--- src/rtl/dallanma_ongorucu.sv ---
// Direct-mapped branch predictor. Fetch lookups are answered one cycle later from
// a tag/target/2-bit-counter table, which the execute-stage g2_* port trains.
module dallanma_ongorucu #(
  parameter int PS_BIT    = 32,
  parameter int SATIR     = 64,
  parameter int SAYAC_BIT = 32
) (
  input  logic                 clk_i,
  input  logic                 rst_i,
  input  logic                 ongoru_istek_i,
  input  logic [PS_BIT-1:0]    ongoru_ps_i,
  input  logic                 ongoru_duraklat_i,
  input  logic                 ongoru_bosalt_i,
  output logic                 ongoru_gecerli_o,
  output logic [PS_BIT-1:0]    ongoru_ps_o,
  output logic                 ongoru_atla_o,
  output logic [PS_BIT-1:0]    ongoru_hedef_o,
  input  logic [PS_BIT-1:0]    g2_ps_i,
  input  logic                 g2_guncelle_i,
  input  logic                 g2_atladi_i,
  input  logic                 g2_hatali_tahmin_i,
  input  logic [PS_BIT-1:0]    g2_hedef_i,
  output logic [SAYAC_BIT-1:0] sayac_guncelle_o,
  output logic [SAYAC_BIT-1:0] sayac_hatali_o
);
  localparam int IDX     = $clog2(SATIR);
  localparam int TAG_BIT = PS_BIT - IDX - 2;

  logic [SATIR-1:0]       gecerli_tab;
  logic [SATIR-1:0][1:0]  sayac_tab;
  logic [TAG_BIT-1:0]     etiket_tab [SATIR];
  logic [PS_BIT-1:0]      hedef_tab  [SATIR];

  logic [IDX-1:0]     l_idx, u_idx;
  logic [TAG_BIT-1:0] l_tag, u_tag;
  logic               l_hit, l_atla, u_hit;
  logic [PS_BIT-1:0]  l_hedef;
  logic               unused_ps_bits;

  assign unused_ps_bits = ^{ongoru_ps_i[1:0], g2_ps_i[1:0]};

  // Lookup reads the table as it stood before this edge's update (read-old).
  assign l_idx   = ongoru_ps_i[IDX+1:2];
  assign l_tag   = ongoru_ps_i[PS_BIT-1:IDX+2];
  assign l_hit   = gecerli_tab[l_idx] && (etiket_tab[l_idx] == l_tag);
  assign l_atla  = l_hit && sayac_tab[l_idx][1];
  assign l_hedef = l_atla ? hedef_tab[l_idx] : ongoru_ps_i + PS_BIT'(4);

  assign u_idx = g2_ps_i[IDX+1:2];
  assign u_tag = g2_ps_i[PS_BIT-1:IDX+2];
  assign u_hit = gecerli_tab[u_idx] && (etiket_tab[u_idx] == u_tag);

  always_ff @(posedge clk_i or posedge rst_i) begin
    if (rst_i) begin
      ongoru_gecerli_o <= 1'b0;
      ongoru_ps_o      <= '0;
      ongoru_atla_o    <= 1'b0;
      ongoru_hedef_o   <= '0;
    end else if (ongoru_bosalt_i) begin
      ongoru_gecerli_o <= 1'b0;
    end else if (!ongoru_duraklat_i) begin
      ongoru_gecerli_o <= ongoru_istek_i;
      if (ongoru_istek_i) begin
        ongoru_ps_o    <= ongoru_ps_i;
        ongoru_atla_o  <= l_atla;
        ongoru_hedef_o <= l_hedef;
      end
    end
  end

  always_ff @(posedge clk_i or posedge rst_i) begin
    if (rst_i) begin
      gecerli_tab <= '0;
      for (int i = 0; i < SATIR; i++) sayac_tab[i] <= 2'b01;
    end else if (g2_guncelle_i) begin
      if (u_hit) begin
        if (g2_atladi_i && sayac_tab[u_idx] != 2'b11)
          sayac_tab[u_idx] <= sayac_tab[u_idx] + 2'b01;
        else if (!g2_atladi_i && sayac_tab[u_idx] != 2'b00)
          sayac_tab[u_idx] <= sayac_tab[u_idx] - 2'b01;
      end else if (g2_atladi_i) begin
        gecerli_tab[u_idx] <= 1'b1;
        sayac_tab[u_idx]   <= 2'b10;
      end
    end
  end

  // Tag and target need no reset; a cleared valid bit masks them. On a taken
  // hit the tag rewrite is a no-op, so both cases share one write.
  always_ff @(posedge clk_i) begin
    if (!rst_i && g2_guncelle_i && g2_atladi_i) begin
      etiket_tab[u_idx] <= u_tag;
      hedef_tab[u_idx]  <= g2_hedef_i;
    end
  end

  always_ff @(posedge clk_i or posedge rst_i) begin
    if (rst_i) begin
      sayac_guncelle_o <= '0;
      sayac_hatali_o   <= '0;
    end else if (g2_guncelle_i) begin
      sayac_guncelle_o <= sayac_guncelle_o + SAYAC_BIT'(1);
      if (g2_hatali_tahmin_i) sayac_hatali_o <= sayac_hatali_o + SAYAC_BIT'(1);
    end
  end
endmodule

--- config.mk ---
export PLATFORM = sky130hd
export DESIGN_NAME = dallanma_ongorucu
export DESIGN_NICKNAME = d
export VERILOG_FILES = /design/src/rtl/dallanma_ongorucu.sv
export SDC_FILE = /design/constraint.sdc
export NUM_CORES = 2
export LEC_CHECK = 0
export BUFFER_PORTS_ARGS = -buffer_cell sky130_fd_sc_hd__buf_2
export CAP_MARGIN = 15
export CORE_ASPECT_RATIO = 0.75
export CORE_MARGIN = 10
export CORE_UTILIZATION = 31
export CTS_CLUSTER_SIZE = 28
export DETAILED_ROUTE_END_ITERATION = 6
export MAX_ROUTING_LAYER = met4
export SLEW_MARGIN = 20
export SYNTH_ARGS = -nofsm -noshare
export SYNTH_HDL_FRONTEND = slang
export SYNTH_SLANG_ARGS = --single-unit
--- constraint.sdc ---
create_clock -name clk_i -period 12.5 [get_ports clk_i]
set_clock_uncertainty 0.05 [all_clocks]
set_input_delay 2.5 -clock clk_i [delete_from_list [all_inputs] [get_ports clk_i]]
set_output_delay 2.5 -clock clk_i [all_outputs]
set_load 0.1 [all_outputs]
# After elaboration in Yosys (flattened, before gate mapping)
# Memories as Yosys holds them, arrays and structs flattened.
# Cells that the tools add are included.
# word_totals
latchBits	0
rom_bits	0
ramBits	3584
memories	2
elab_cells	132
register_bits	322
# mem_list
name	words	width	rd	rd_clocked_by_memory_dff	wr	line_no	rtl
hedef_tab	64	32	1	0	1	32	logic [PS_BIT-1:0] hedef_tab [SATIR];
etiket_tab	64	24	2	0	1	31	logic [TAG_BIT-1:0] etiket_tab [SATIR];
# op_classes
n_mul	0
div_mod_pow	0
eq_ne	5
n_addsub	5
muxes	23
magnitude_cmp	3
n_reduce_logical	16
bitwise	7
shift	0
# ops
operator	count
$mux W128	4
$bwmux W128	2
$or A64 B64 Y64	2
$add A32 B1 Y32 const B	2
$and A64 B64 Y64	1
$not A64 Y64	1
$eq A24 B24 Y1	2
$add A32 B3 Y32 const B	1
$mux W32	1
$bmux W2 S6	2
$lt A6 B7 Y1 const B	2
$bmux W1 S6	2
$demux W2 S6	1
$reduce_and A3 Y1	3
$logic_and A1 B1 Y1	8
$mux W1	7
$demux W1 S6	1
$ge A6 B1 Y1 const B	1
$mux W2	3
$reduce_bool A2 Y1	2
$ne A3 B1 Y1 const B	1
$not A1 Y1	3
$add A2 B1 Y2 const B	1
$logic_not A1 Y1	2
4 further kinds	4

# Longest topological paths before layout
# logic_depth
depth_word	8
ltp_mapped	24

# Least setup slack after synthesis
# Ideal clock, no wire load.
# synth_path
path_type	input to register
startpoint	in rst_i
endpoint	mem etiket_tab[63][0] (netlist bit), enable pin
n_path_buf	1
setup_slack_ns	-2.877
path_stages	4
arrival_time_ns	14.788
cell_sequence	inv_1 > nand3_1 > clkbuf_1 > nor3_1
# synth_via
elab_chain_cells	5
# synth_rtl
element	line_no	rtl
start, declared	9	input logic rst_i,
$logic_not A1 Y1 (no line)	--	
$logic_and A1 B1 Y1 (2 in series)	91	if (!rst_i && g2_guncelle_i && g2_atladi_i) begin
$mux W1	91	
$mux W1 (implied by the code)	92	etiket_tab[u_idx] <= u_tag;
end, declared	31	
# No other way between the ends.

# Final worst setup path
# layout_path
startpoint	in g2_ps_i[4]
endpoint	reg sayac_tab[117] (netlist bit)
# layout_via
elab_chain_cells	8
word_cells_on_any_way	28
cone_classes	2 x add/sub; 2 x order compare; 3 x eq/ne; 12 x mux; 1 x bitwise; 7 x reduce/logical; 1 x memory
# layout_rtl
element	line_no	rtl
start, declared	18	input logic [PS_BIT-1:0] g2_ps_i,
branches (longest 8 deep; another with $sub A2 B1 Y2)	--	
end signal, assigned by index	78	sayac_tab[u_idx] <= sayac_tab[u_idx] + 2'b01;
end signal, assigned by index	80	sayac_tab[u_idx] <= sayac_tab[u_idx] - 2'b01;
end, declared	30	logic [SATIR-1:0][1:0] sayac_tab;
# Parallel ways; which one is timed is not known. The select of a mux whose other input is x is not followed.
# A chain may end at the register's enable or synchronous reset.

==> impl_metrics.env <==
export IMPL_cp_max_fo=78
export IMPL_syn_avg_cell_area_um2=20.2
export IMPL_max_freq_mhz=118
export IMPL_synth_edff_count=3584
export IMPL_wire_per_inst_um=35.9
export IMPL_route_detailed_drc=8
export IMPL_synth_seq_area_share_pct=69.5
export IMPL_tightest_slew_ps=1280
export IMPL_row_count=232
export IMPL_synth_top_family_by_area="multiplexers"
export IMPL_synth_cell_type_count=79
export IMPL_fin_ws_ps=4020
export IMPL_io_pins=234
export IMPL_grt_max_degree=115
export IMPL_ys_flop_type="edfxtp_1"
export IMPL_holdPathEnd="sayac_hatali_o[31]"
export IMPL_hold_violations=0
export IMPL_grt_pass1_wl_um=785000
export IMPL_first_pass_iters=7
export IMPL_fillers=48800
export IMPL_final_setup_tns_ps=0
export IMPL_cts_buffer_depth=4
export IMPL_reg2reg_slack_ps=6790
export IMPL_path_class="primary input to flip-flop"
export IMPL_dp_hpwl_um=320000
export IMPL_async_reset_ff_share_pct=8.24
export IMPL_fp_dieH_um=655
export IMPL_grt_pass1_vias=93500
export IMPL_synth_seq_cells=3906
export IMPL_power_density_mw_per_mm2=150
export IMPL_period_minus_slack_ps=8480
export IMPL_cts_tree="yes"
export IMPL_clk_pin_slew_worst_paths_ps=60
export IMPL_portBuffers=231
export IMPL_hold_path_class="flip-flop to flip-flop"
export IMPL_postSynthCellCount=8222
export IMPL_dieArea_mm2=0.567
export IMPL_rsz0062_at_grt="no"
export IMPL_wl_um=575000
export IMPL_die_width_um=866
export IMPL_synthSimpleGateAreaFrac_pct=2.20
export IMPL_crit_arrival_ps=9270
export IMPL_fin_area_mm2=0.190
export IMPL_final_cell_mix="edfxtp_1, mux4_2, clkbuf_16, mux2i_1, buf_4"
export IMPL_pre_cts_ws_ps=3540
export IMPL_worst_setup_path_end_kind="flip-flop"
export IMPL_post_cts_repair_setup_buffers=0
export IMPL_clock_sinks=3906
export IMPL_layout_commonest_cell="edfxtp_1"
export IMPL_multi_input_area_mm2=0.0484
export IMPL_violations="design-rule violations"
export IMPL_insertion_delay_ps=1020
export IMPL_nNetsFinal=8658
export IMPL_hold_start="sayac_hatali_o[31]"
export IMPL_cp_cell_sequence="buf_8 -> buf_12 -> inv_4 -> buf_4 -> mux2i_1 -> o22a_1 -> o221ai_2 -> nor4_4 -> xnor2_1 -> nor4_2 -> nand4_2 -> or3_4 -> buf_4 -> a32oi_2 -> mux2_1"
export IMPL_syn_to_final_growth_pct=14.0
export IMPL_synthAdderAreaFrac_pct=0.0376
export IMPL_fp_coreArea_mm2=0.534
export IMPL_post_dp_cell_area_mm2=0.177
export IMPL_synthXorXnorAreaFrac_pct=0.747
export IMPL_cap_violations=0
export IMPL_start_util_pct=31.2
export IMPL_ys_warn_count=0
export IMPL_hold_ws_ps=422
export IMPL_synth_area_mux_share_pct=21.6
export IMPL_path_common_cell="buf_4"
export IMPL_cts_hold_buf=0
export IMPL_worst_r2r_cell_count=12
export IMPL_hold_path_depth=1
export IMPL_synth_top_area_share_pct=64.7
export IMPL_min_period_over_period_pct=67.8
export IMPL_num_vias=95400
export IMPL_place_congestion=0.862
export IMPL_antenna_left=0
export IMPL_r2r_start="etiket_tab[35][9]"
export IMPL_drive_above_1_share_pct=31.6
export IMPL_grt_usage_pct=20.2
export IMPL_cp_slowest_cell="nor4_2"
export IMPL_cts_root_buf="clkbuf_16"
export IMPL_critPathRequiredTime_ps=13300
export IMPL_cts_inserted_buffers=388
export IMPL_syn_cell_area_mm2=0.166
export IMPL_finalMaxSlewViolations=0
export IMPL_status="finished, violations left"
export IMPL_vdd_ir_drop_max_uv=129
export IMPL_cp_start_kind="primary input"
export IMPL_vias_per_cell=5.95
export IMPL_synth_compound_area_share_pct=4.10
export IMPL_synth_area_leader_cell="edfxtp_1"
export IMPL_syn_num_nets=8331
export IMPL_antenna_found_initial=51
export IMPL_setup_viol=0
export IMPL_relSlewSlack_pct=14.5
export IMPL_critPathMaxStageDelay_ps=980
export IMPL_cts_resized_gates=0
export IMPL_power_leakage_nw=60.7
export IMPL_yosys_top_cells_area="edfxtp_1, mux4_2, dfrtp_1"
export IMPL_drt_iter0_drc=17600
export IMPL_register_area_mm2=0.116
export IMPL_overflow=0
export IMPL_power_mw=28.4
export IMPL_h_tree_depth=5
export IMPL_timing_rr_end="sayac_tab[117]"
registers in the layout, summed over array words and instances, names as in the netlist:
name / flops
ongoru_ps_o: 32
ongoru_hedef_o: 32
gecerli_tab: 64
ongoru_atla_o: 1
hedef_tab: 2048
sayac_guncelle_o: 32
sayac_tab: 128
etiket_tab: 1536
sayac_hatali_o: 32
ongoru_gecerli_o: 1
area by class of cell:
| cell class | instances | area share, % |
|---|---|---|
| Sequential cell | 3906 | 61.0 |
| Tap cell | 7137 | 4.70 |
| Inverter | 21 | 0.0541 |
| Clock inverter | 216 | 1.00 |
| Timing Repair Buffer | 549 | 2.25 |
| Clock buffer | 483 | 5.44 |
| Antenna cell | 51 | 0.0672 |
| Multi-Input combinational cell | 3683 | 25.5 |
synthesized netlist by cell type, drive strengths merged, types with 49 or more instances:
cell type     n
clkbuf      302
mux2i       304
o22ai        65
a221o        61
dfstp        64
a21o         64
nor2        207
dfrtp       258
a21oi        49
nor3         84
mux4       1330
a22oi       147
a32oi        76
mux2        267
a221oi       66
a22o         56
nand3        70
buf         310
o21ai       140
nand2       241
edfxtp     3584
xnor2       100
routing by layer:
layer | routed length [µm] | vias up | part of all wire [%] | global-route usage [%]
li1 | - | 35600 | - | -
met1 | 218000 | 51100 | 38 | 26.9
met2 | 254000 | 7283 | 44 | 29.2
met3 | 76700 | 1390 | 13 | 5.71
met4 | 26200 | 0 | 4.6 | 8.00
met5 | 0 | - | 0 | -
cell families after synthesis:
| logic type | count (synthesis) |
|---|---|
| adder cells (fa/ha/maj) | 5 |
| AND/OR/NAND/NOR | 771 |
| multiplexers | 1901 |
| XOR/XNOR | 142 |
| flip-flops | 3906 |
| buffers and inverters | 633 |
| AO/OA/AOI/OAI | 864 |
power breakdown:
part | switching [mW] | internal [mW] | total (mW)
clock | 5.11 | 6.39 | 11.5
combinational | 1.66 | 0.773 | 2.44
sequential | 0.104 | 14.4 | 14.5
total | 6.88 | 21.6 | 28.4
metrics by stage:
| stage | std cells | util (%) |
|---|---|---|
| 2_1_floorplan | 8222 | - |
| 3_3_place_gp | 15300 | 33.2 |
| 3_5_place_dp | 15300 | 33.2 |
| 4_1_cts | 16000 | 35.5 |
| 5_1_grt | 16000 | 35.6 |
| 6_report | 16000 | 35.6 |
worst max path at each step:
| stage | slack (ps) | from | to |
|---|---|---|---|
| finish | 4020 | g2_ps_i[4] | sayac_tab[117] |
| global route | 4230 | g2_ps_i[4] | sayac_tab[35] |
| CTS | 4520 | g2_ps_i[4] | sayac_tab[117] |
| detailed placement | 3540 | g2_ps_i[4] | sayac_tab[37] |
| global placement | 3320 | g2_ps_i[3] | sayac_tab[113] |
| floorplan | 1110 | rst_i | etiket_tab[63][0] |
worst max-delay path, delay by kind of cell:
family	cells	cell delay [ps]
compound gates	3	720
xor+xnor	1	230
buf+inv	5	2160
mux	2	690
simple gates	4	2540
Note: power is estimated with default switching activity, not from simulation.
